--- src/rtl/drsstc_link_tx_mch.sv ---
// Serial link transmitter for the DRSSTC fibre/LVDS link. Sends framed channel snapshots
// (sync, mode, data, parity, gap) and enters a fault-hold state while the SFP reports a fault.
module drsstc_link_tx_mch #(
  parameter int unsigned N_CH     = 4,
  parameter int unsigned CLK_DIV  = 8,
  parameter int unsigned IDLE_GAP = 2,
  parameter int unsigned FLT_CLR  = 16
) (
  input  logic            i_clk,
  input  logic            i_res_n,
  input  logic            i_en,
  input  logic            i_IsMaster,
  input  logic [N_CH-1:0] i_ch,
  input  logic            i_sfp_tx_flt,
  output logic            o_SerialData,
  output logic            o_drv_en,
  output logic            o_sfp_tx_dis_n,
  output logic            o_frame_stb,
  output logic [1:0]      o_tx_led
);

  localparam logic [2:0] S_IDLE   = 3'd0;
  localparam logic [2:0] S_SYNC   = 3'd1;
  localparam logic [2:0] S_MODE   = 3'd2;
  localparam logic [2:0] S_DATA   = 3'd3;
  localparam logic [2:0] S_PARITY = 3'd4;
  localparam logic [2:0] S_GAP    = 3'd5;
  localparam logic [2:0] S_FAULT  = 3'd6;

  logic [2:0]      state, state_nx;
  logic [7:0]      clk_cnt, clk_nx;
  logic [3:0]      idx, idx_nx;
  logic [7:0]      flt_cnt, flt_nx;
  logic            flt_s1, flt_s2;
  logic            run;
  logic            snap_mode;
  logic [N_CH-1:0] snap_ch;
  logic [7:0]      ch_pad;
  logic            capture, stb_nx, line, bit_end, frame_nx;

  assign ch_pad   = 8'(snap_ch);
  assign bit_end  = (clk_cnt == 8'(CLK_DIV - 1));
  assign frame_nx = (state_nx != S_IDLE) && (state_nx != S_FAULT);

  always_comb begin
    case (state)
      S_SYNC:   line = (idx != 4'd3);
      S_MODE:   line = snap_mode;
      S_DATA:   line = ch_pad[idx[2:0]];
      S_PARITY: line = ^{snap_mode, snap_ch};
      default:  line = 1'b0;
    endcase
  end

  always_comb begin
    state_nx = state;
    clk_nx   = clk_cnt;
    idx_nx   = idx;
    flt_nx   = flt_cnt;
    capture  = 1'b0;
    stb_nx   = 1'b0;
    if (flt_s2) begin
      state_nx = S_FAULT;
      clk_nx   = '0;
      idx_nx   = '0;
      flt_nx   = '0;
    end else begin
      case (state)
        S_IDLE: if (i_en && run) begin
          state_nx = S_SYNC;
          capture  = 1'b1;
        end
        S_FAULT: if (flt_cnt == 8'(FLT_CLR - 1)) begin
          state_nx = S_IDLE;
          flt_nx   = '0;
        end else begin
          flt_nx = flt_cnt + 8'd1;
        end
        default: if (!bit_end) begin
          clk_nx = clk_cnt + 8'd1;
        end else begin
          clk_nx = '0;
          idx_nx = idx + 4'd1;
          case (state)
            S_SYNC: if (idx == 4'd3) begin
              state_nx = S_MODE;
              idx_nx   = '0;
            end
            S_MODE: begin
              state_nx = S_DATA;
              idx_nx   = '0;
            end
            S_DATA: if (idx == 4'(N_CH - 1)) begin
              state_nx = S_PARITY;
              idx_nx   = '0;
            end
            S_PARITY: begin
              state_nx = S_GAP;
              idx_nx   = '0;
            end
            S_GAP: if (idx == 4'(IDLE_GAP - 1)) begin
              idx_nx = '0;
              stb_nx = 1'b1;
              if (i_en) begin
                state_nx = S_SYNC;
                capture  = 1'b1;
              end else begin
                state_nx = S_IDLE;
              end
            end
            default: begin
              state_nx = S_IDLE;
              idx_nx   = '0;
            end
          endcase
        end
      endcase
    end
  end

  // Status outputs are registered from the next state so they switch on the same edge as the FSM;
  // the line is forced low on the fault edge so an aborted bit never lingers into FAULT.
  always_ff @(posedge i_clk or negedge i_res_n) begin
    if (!i_res_n) begin
      flt_s1         <= 1'b0;
      flt_s2         <= 1'b0;
      run            <= 1'b0;
      state          <= S_IDLE;
      clk_cnt        <= '0;
      idx            <= '0;
      flt_cnt        <= '0;
      snap_mode      <= 1'b0;
      snap_ch        <= '0;
      o_SerialData   <= 1'b0;
      o_drv_en       <= 1'b0;
      o_sfp_tx_dis_n <= 1'b0;
      o_frame_stb    <= 1'b0;
      o_tx_led       <= 2'b00;
    end else begin
      flt_s1         <= i_sfp_tx_flt;
      flt_s2         <= flt_s1;
      run            <= 1'b1;
      state          <= state_nx;
      clk_cnt        <= clk_nx;
      idx            <= idx_nx;
      flt_cnt        <= flt_nx;
      if (capture) begin
        snap_mode <= i_IsMaster;
        snap_ch   <= i_ch;
      end
      o_SerialData   <= flt_s2 ? 1'b0 : line;
      o_drv_en       <= frame_nx;
      o_sfp_tx_dis_n <= (state_nx != S_FAULT);
      o_frame_stb    <= stb_nx;
      o_tx_led       <= {state_nx == S_FAULT, frame_nx};
    end
  end

endmodule

--- config.mk ---
export PLATFORM = sky130hd
export DESIGN_NAME = drsstc_link_tx_mch
export DESIGN_NICKNAME = d
export VERILOG_FILES = /design/src/rtl/drsstc_link_tx_mch.sv
export SDC_FILE = /design/constraint.sdc
export NUM_CORES = 1
export LEC_CHECK = 0
export ABC_AREA = 1
export CORE_ASPECT_RATIO = 1.1
export CORE_UTILIZATION = 33
export CTS_BUF_LIST = sky130_fd_sc_hd__clkbuf_2 sky130_fd_sc_hd__clkbuf_4 sky130_fd_sc_hd__clkbuf_8
export DETAILED_ROUTE_END_ITERATION = 10
export PLACE_DENSITY = 0.57
export REMOVE_ABC_BUFFERS = 1
export SYNTH_ARGS = -nofsm -noshare
export SYNTH_HDL_FRONTEND = slang
export SYNTH_SLANG_ARGS = --single-unit
--- constraint.sdc ---
create_clock -name i_clk -period 4.5 [get_ports i_clk]
set_clock_uncertainty 0.15 [all_clocks]
set_input_delay 0.45 -clock i_clk [delete_from_list [all_inputs] [get_ports i_clk]]
set_output_delay 0.45 -clock i_clk [all_outputs]
set_load 0.005 [all_outputs]
Yosys cells after proc, flatten, opt, wreduce, memory -nomap -nowiden --
Index checks and enable logic that the tools add are counted.
Storage, ports and cells: bits in registers 37, input bits 9, output and inout port bits 6, logic and storage cells 80
Operators by class: $add $sub $neg 3, magnitude comparators 1, equality and inequality tests 14, mux-type cells 38, reductions and logical operators 10
Operators by type and width (number):
- 8-bit two-way mux | 6
- 3-bit two-way mux | 7
- 4-bit two-way mux | 5
- 8-bit by 1-bit adder with 8-bit output, second input constant | 2
- 3-bit one-hot mux with 5 select lines | 1
- 1-bit two-way mux | 14
- 3-bit equality test, second input constant | 4
- 8-bit by 3-bit equality test with 1-bit output, second input constant | 1
- 8-bit by 4-bit equality test with 1-bit output, second input constant | 1
- 4-bit one-hot mux with 2 select lines | 1
- 3-bit by 2-bit equality test with 1-bit output, second input constant | 2
- 3-bit one-hot mux with 2 select lines | 1
- 5-bit parity | 1
- 4-bit by 1-bit adder with 4-bit output, second input constant | 1
- 4-bit by 1-bit equality test with 1-bit output, second input constant | 1
- 4-bit by 2-bit equality test with 1-bit output, second input constant | 1
- 3-bit by 4-bit < comparator with 1-bit output, second input constant | 1
- 4-bit by 2-bit != test with 1-bit output, second input constant | 1
- 1-bit one-hot mux with 4 select lines | 1
- 2-bit nonzero test | 2
- 2-bit OR reduction | 2
- 1-bit binary-select mux with 3-bit select | 1
- 3-bit by 1-bit equality test with 1-bit output, second input constant | 1
- 3-bit zero test | 1
- other kinds (6) | 7

Longest topological paths before layout --
Gate-level depths: netlist (run 1).
depth in word-level cells 8, depth in mapped cells 11, mapped depth without buffers 11

Least setup slack after synthesis (run 1) --
Ideal clock, no wire load.
kind flip-flop to flip-flop, from reg flt_cnt[0], to reg state[2], library setup time 124 ps, data arrival time 1287 ps, required time 4226 ps, setup slack 2938 ps, cell stages (with the launch flop) 10, buffers on the path 0, clock period less this slack 1562 ps, cell sequence dfrtp_1 -> ha_1 -> nand2_1 -> inv_1 -> nand2_1 -> nor2_2 -> nor2_4 -> nor2_2 -> inv_1 -> or2_1
On the way: cells in the longest elaborated chain, start to end 4
RTL lines:
- from (decl) | RTL line 33 | logic [7:0] flt_cnt, flt_nx;
- from (signal assigned) | RTL line 146 | flt_cnt <= flt_nx;
- 8-bit by 4-bit equality test with 1-bit output | RTL line 73 | S_FAULT: if (flt_cnt == 8'(FLT_CLR - 1)) begin
- 3-bit two-way mux | RTL line 73
- 3-bit one-hot mux with 2 select lines | RTL line 68 | case (state)
- 3-bit two-way mux | RTL line 62 | if (flt_s2) begin
- net state_nx[2] | RTL line 30 | logic [2:0] state, state_nx;
- to (signal assigned) | RTL line 143 | state <= state_nx;
- to (decl) | RTL line 30
The timed path passes the listed nets, and every way through them passes these cells. A chain may end at the register's enable or synchronous reset.

==> summary.md, run 1 <==
| Metric | Value |
|---|---|
| Synth warn | `0` |
| Final slew viol count | `0` |
| Final worst path period share | `40.1%` |
| Post-synthesis instance total | `248` |
| Outcome | `finished clean` |
| EDFF count, synth | `0` |
| Total GRT Usage | `14.5%` |
| Clock sink count | `36` |
| Synth Flop Type | `dfrtp_1` |
| Clock Path Buffers | `2` |
| Number of buffers and inverters on the critical path | `1` |
| Post-synth top area share | `~44%` |
| Max Cap Viol | `0` |
| Slew @ Worst Pin | `806 ps` |
| Average routed wire per standard cell | `11.8 um` |
| # fillers | `593` |
| Final hold vios | `0` |
| Root Driver | `clkbuf_8` |
| DRC errors left | `0` |
| Proportion of layout cells with a drive suffix above 1 | `12.7%` |
| Vias in the first global route | `1635` |
| Worst Setup Path Type | `reg -> out` |
| Cts bufs inserted | `5` |
| Rows | `29` |
| Post-CTS Setup Repair Bufs | `0` |
| Count leader, synth | `nand2_1` |
| RSZ-0062 raised after global routing | `false` |
| Critical path endpoint category | `output port` |
| Worst hold margin | `103 ps` |
| First-iteration detailed-routing DRC count | `a little over 80` |
| Post-synth cell types | `35` |
| Routed Antenna Nets | `0` |
| Vias | `1609` |
| Initial Utilization | `34.7%` |
| Post-route cell area | `2330 um2` |
| Area delta synth->final | `15.3%` |
| Worst hold path class | `in -> async` |
| Max-slew headroom | `between 40% and 50%` |
| Cell family with the largest share of critical-path delay | `buffers and inverters` |
| Synthesized flop and latch total | `36` |
| Crit path DAT | `1200 ps` |
| Clock transition at path regs | `70 ps` |
| Period minus WS final | `1800 ps` |
| CORE AREA | `approximately 6000 um2` |
| Peak VDD IR | `around 0.17 mV` |
| Gr ovfl total | `0` |
| Setup TNS | `0 ps` |
| FFs w/ async S/R, synth | `100%` |
| Leak | `0.00106 uW` |
| Critical path's largest stage delay | `between 500 and 600 ps` |
| Syn Std Cell Area | `2020 um2` |
| Sequential cell area fraction in the yosys report | `44.5%` |
| Die Ht | `about 84 um` |
| DP HPWL | `3060 um` |
| Critical Path Fanout Max | `2` |
| Syn Area/Cell | `around 8 um2` |
| Hold buffer count at CTS | `0` |
| Area leader, netlist | `dfrtp_1` |
| Final net count | `~280` |
| Clock latency on the worst-skew pair | `280 ps` |
| Via-per-instance ratio | `about 4.7` |
| Critical path's slowest cell | `clkdlybuf4s50_1` |
| Largest net degree at the start of global routing | `37` |
| PostCTS Resize Cnt | `0` |
| CTS tree | `yes` |
| Setup-failing EPs final | `0` |
| Port bufs | `14` |
| GP Congestion | `0.855` |
| First-pass GRT wire length | `7380 um` |
| Die extent in x | `76.7 um` |
| H-tree lvl count | `2` |
| DIE AREA | `6450 um2` |
| Worst path required time | `between 3000 and 4000 ps` |
| WL final | `4050 um` |
| Initial antenna violation count | `0` |
| Synth top area cells | `dfrtp_1 (44%), nand2_1 (9.1%), inv_1 (6.5%)` |
| # diodes | `0` |
| Cells along the critical path | `clkdlybuf4s50_1` |
| F_max | `555 MHz` |
| Most common library cells after synthesis | `nand2_1 (49), dfrtp_1 (36), inv_1 (35), nand3_1 (19), nor2_1 (18)` |
| DP Area | `~2200 um2` |
| Drt pass-1 iters | `4` |
| I/O pins | `15` |
| Startpoint Class | `flop` |
| Power Dens Cells | `just under 500 nW/um2` |
==> path summary, 6_finish.rpt <==
kind                                  start    endpoint  slack, ps  depth (start not counted)
max in group asynchronous           i_res_n  snap_ch[1]       3590                          1
worst min register to register       flt_s1      flt_s2        200                          0
worst max-delay path            o_tx_led[0]    o_drv_en       2700                          1
worst max register to register   flt_cnt[0]    state[2]       2740                          9
min in group i_clk                   flt_s1      flt_s2        200                          0
worst min-delay path                i_res_n      flt_s1        100                          1
==> registers in the layout, indices dropped and copies added, names as in the netlist <==
name            count
clk_cnt             8
flt_cnt             8
idx                 4
snap_ch             4
state               3
o_tx_led            2
flt_s1              1
flt_s2              1
o_SerialData        1
o_frame_stb         1
o_sfp_tx_dis_n      1
run                 1
snap_mode           1
==> through the flow <==
stage	util (%)	total power, uW	instances	setup WS (ps)
2_1_floorplan	-	786	246	2940
3_3_place_gp	38.3	909	337	2650
3_5_place_dp	38.3	916	337	2630
4_1_cts	39.9	1170	344	2690
5_1_grt	39.9	1250	344	2580
6_report	39.9	1150	344	2700
==> worst register-to-register path: cells and delay by family, from the launching register on <==
| family | cells | cell delay, ps |
|---|---|---|
| and+or+nand+nor | 6 | 740 |
| DFF | 1 | 390 |
| adders and majority gates | 1 | 200 |
| buffers and inverters | 2 | 170 |
==> placed cells by master (no fill, tap or decap), types with 6 or more instances in the layout <==
cell | netlist | layout
o21ai_0 | 11 | 11
dfrtp_1 | 36 | 36
nor3_1 | 6 | 6
clkdlybuf4s50_1 | 0 | 13
inv_1 | 35 | 35
nor2_1 | 18 | 18
nand2_1 | 49 | 49
a21oi_1 | 10 | 10
nand3_1 | 19 | 19
o22ai_1 | 8 | 8
clkbuf_8 | 0 | 7
==> layout make-up <==
cell class / count / area, um2 / share of cell area, %
inverter: 41 / 159 / 6.81
clock buffer: 7 / 96.3 / 4.13
timing repair buffer: 14 / 135 / 5.79
tap: 77 / 96.3 / 4.13
sequential: 36 / 901 / 38.6
multi-input combinational: 169 / 946 / 40.5
==> power breakdown <==
group | internal, uW | switching (uW)
Combinational | 175 | 281
Clock | 136 | 110
Sequential | 387 | 58.7
Total | 699 | 449
==> cell families after synthesis <==
family,Yosys count,synth area share [%]
AOI/OAI and AO/OA,39,11.7
and+or+nand+nor,117,28.7
other,1,0.185
DFF,36,44.5
adders and majority gates,5,3.09
xor gates and xnor gates,7,3.03
buffers and inverters,43,8.78
==> metal layers <==
layer  GRT usage, %  part of all wire, %  vias to the layer above
met5              0                    0                        -
met4           5.42                  1.5                        0
met3           3.26                  3.1                        8
met2           22.5                   44                       22
met1           19.7                   52                      740
li1               -                    -                      839
Power figures use the tool's default switching activity.
==> inputs of run 2 (changes only) <==
==> constraint.sdc (replaced) <==
create_clock -name i_clk -period 1.7 [get_ports i_clk]
set_clock_uncertainty 0.15 [all_clocks]
set_input_delay 0.17 -clock i_clk [delete_from_list [all_inputs] [get_ports i_clk]]
set_output_delay 0.17 -clock i_clk [all_outputs]
set_load 0.005 [all_outputs]
==> run 2 against run 1 <==
Final cell count up 7.0%. Sequential power rose to 2.6 times the previous value. Design area up 13%. Total power rose to 3.0 times the previous value. Critical path depth up 8. Non-clock buffer count up 23. Die area unchanged. Critical endpoint is now snap_mode.
==> summary.md, run 2 (synthesized netlist as in run 1, its figures left out) <==
| Metric | Value |
|---|---|
| Outcome | `finished clean` |
| DIE AREA | `6450 um2 (unchanged)` |
| WL final | `4360 um (+7.6%)` |
| CORE AREA | `5840 um2 (unchanged)` |
| Cell family with the largest share of critical-path delay | `simple AND/OR/NAND/NOR gates` |
| Final worst path period share | `98.4%` |
| Routed Antenna Nets | `0 (unchanged)` |
| Vias in the first global route | `1665 (+1.8%)` |
| # fillers | `582 (-1.9%)` |
| Leak | `0.00116 uW (+9.5%)` |
| Combinational fraction of design power | `47.2% (+7.5 points)` |
| RSZ-0062 raised after global routing | `true` |
| DP HPWL | `3250 um (+6.3%)` |
| Largest net degree at the start of global routing | `22 (-41%)` |
| Critical path endpoint category | `flop` |
| Multi-input gate area | `1050 um2 (+12%)` |
| Area delta synth->final | `30.8%` |
| First-iteration detailed-routing DRC count | `141 (+74%)` |
| Met2 WL | `2090 um (+18%)` |
| Die Ht | `84.1 um (unchanged)` |
| Number of buffers and inverters on the critical path | `1 (unchanged)` |
| Largest regs | `clk_cnt x8, flt_cnt x8` |
| Critical Path Fanout Max | `6 (+4)` |
| Worst Setup Path Type | `reg -> reg` |
| Clock Path Buffers | `2 (unchanged)` |
| Drt pass-1 iters | `6 (+2)` |
| Register Area | `906 um2 (+0.56%)` |
| Die extent in x | `76.7 um (unchanged)` |
| Initial Utilization | `34.7% (unchanged)` |
| Via-per-instance ratio | `4.66 (-0.31%)` |
| M1 WL | `2040 um (-2.3%)` |
| First-pass GRT wire length | `7470 um (+1.2%)` |
| Uppermost layer routed | `met4` |
| Setup-failing EPs final | `0 (unchanged)` |
| Clock transition at path regs | `80 ps (about the same)` |
| Max Cap Viol | `0 (unchanged)` |
| Final slew viol count | `0 (unchanged)` |
| DR WL met3 | `160 um (+29%)` |
| NetSw | `1380 uW (+210%)` |
| Worst hold path class | `in -> reg` |
| Fin cells | `368 (+7.0%)` |
| Power Dens Cells | `1290 nW/um2 (+160%)` |
| Cells along the critical path | `ha_2 -> nand3_2 -> nor2_4 -> buf_12 -> nand2_1 -> nand2_2 -> nand2_4 -> nor2_4 -> a21oi_2` |
| Commonest non-fill, non-tap cell in the layout | `nand2_1` |
| Period minus WS final | `1670 ps` |
| Clock sink count | `36 (unchanged)` |
| Most frequent cells in the layout | `nand2_1 (42), inv_1 (32), dfrtp_1 (32)` |
| Rows | `29 (unchanged)` |
| Final hold vios | `0 (unchanged)` |
| Critical path's slowest cell | `dfrtp_1` |
| GP Congestion | `0.888 (+4.0%)` |
| F_max | `between 500 and 600 MHz` |
| I/O pins | `15 (unchanged)` |
| Root Driver | `clkbuf_8` |
| Gr ovfl total | `0 (unchanged)` |
| Sw Ratio | `40.4% (+1.3 points)` |
| Total GRT Usage | `14.7% (+0.26 points)` |
| Worst hold margin | `155 ps (+51.3 ps)` |
| Crit path DAT | `1710 ps (+510 ps)` |
| DP Worst Slack | `9.48 ps (-2620 ps)` |
| DRC errors left | `0 (unchanged)` |
| Most used cell along the critical path | `nor2_4` |
| Clk pwr share | `18.2% (-3.2 points)` |
| Worst path required time | `1740 ps (-2160 ps)` |
| H-tree lvl count | `2 (unchanged)` |
| Int Pwr | `2030 uW (+190%)` |
| Peak VDD IR | `0.601 mV (+250%)` |
| DP Cell Count | `352 (+4.5%)` |
| Average routed wire per standard cell | `11.8 um (+0.57%)` |
| Proportion of layout cells with a drive suffix above 1 | `28.9% (+16 points)` |
| Initial antenna violation count | `0 (unchanged)` |
| Cts bufs inserted | `5 (unchanged)` |
| Critical path's largest stage delay | `360 ps (-160 ps)` |
| Startpoint Class | `flop` |
| Clock latency on the worst-skew pair | `290 ps (about the same)` |
| # diodes | `0 (unchanged)` |
| Final net count | `304 (+8.2%)` |
| Port bufs | `14 (unchanged)` |
| Vias | `1716 (+6.7%)` |
| Register share of total power | `34.6% (-4.3 points)` |
| Final worst setup slack | `26.8 ps (-2670 ps)` |
| Total power | `3410 uW (+200%)` |
| CTS tree | `yes` |
run 2: worst reg2reg max path, cell delays in order (launching register included):
cell,delay [ps]
dfrtp_1,360
ha_2,210
nand3_2,110
nor2_4,190
buf_12,130
nand2_1,50
nand2_2,130
nand2_4,110
nor2_4,100
a21oi_2,30
run 2: stage by stage:
stage / instance area, um2 / setup TNS [ps] / util (%)
2_1_floorplan: 2010 / 0 / -
3_3_place_gp: 2360 / 0 / 40.4
3_5_place_dp: 2360 / 0 / 40.4
4_1_cts: 2470 / 0 / 42.2
5_1_grt: 2650 / -668 / 45.3
6_report: 2650 / 0 / 45.3
run 2: power by group through the flow:
stage / Clock (uW) / Combinational (uW) / Sequential, uW
after floorplan: 0 / 919 / 1160
after global placement: 0 / 1430 / 1170
after detailed placement: 0 / 1430 / 1170
after CTS: 647 / 1450 / 1160
after global routing: 695 / 1800 / 1210
final: 620 / 1610 / 1180
run 2: area by class of cell:
type                       instances  area share [%]
multi-input combinational        169            39.8
sequential                        36            34.2
timing repair buffer              37            12.8
inverter                          41            6.00
tap                               77            3.64
clock buffer                       5            2.60
clock inverter                     3           0.898
run 2: path summary, 6_finish.rpt:
kind	from	to	slack, ps	depth (start not counted)
max	clk_cnt[0]	snap_mode	30	9
min	i_sfp_tx_flt	flt_s1	150	1
max reg2reg	clk_cnt[0]	snap_mode	30	9
max in group asynchronous	i_res_n	state[0]	780	3
min in group asynchronous	i_res_n	flt_s1	170	2
min reg2reg	flt_s1	flt_s2	210	0
run 2: metal layers:
metal	vias up	track usage [%]
met3	7	3.48
met4	0	5.77
met2	31	23.7
met5	-	0
met1	781	19.1
li1	897	-
run 2: repair_timing:
| item | in CTS | in global routing |
|---|---|---|
| hold buffers | 1 | 0 |
| setup endpoints to repair | 1 | 21 |
| cloned | 0 | 0 |
| gates resized for setup | 2 | 34 |
| setup buffers | 0 | 7 |
| hold endpoints to repair | 36 | 0 |
| pin swaps | 1 | 9 |
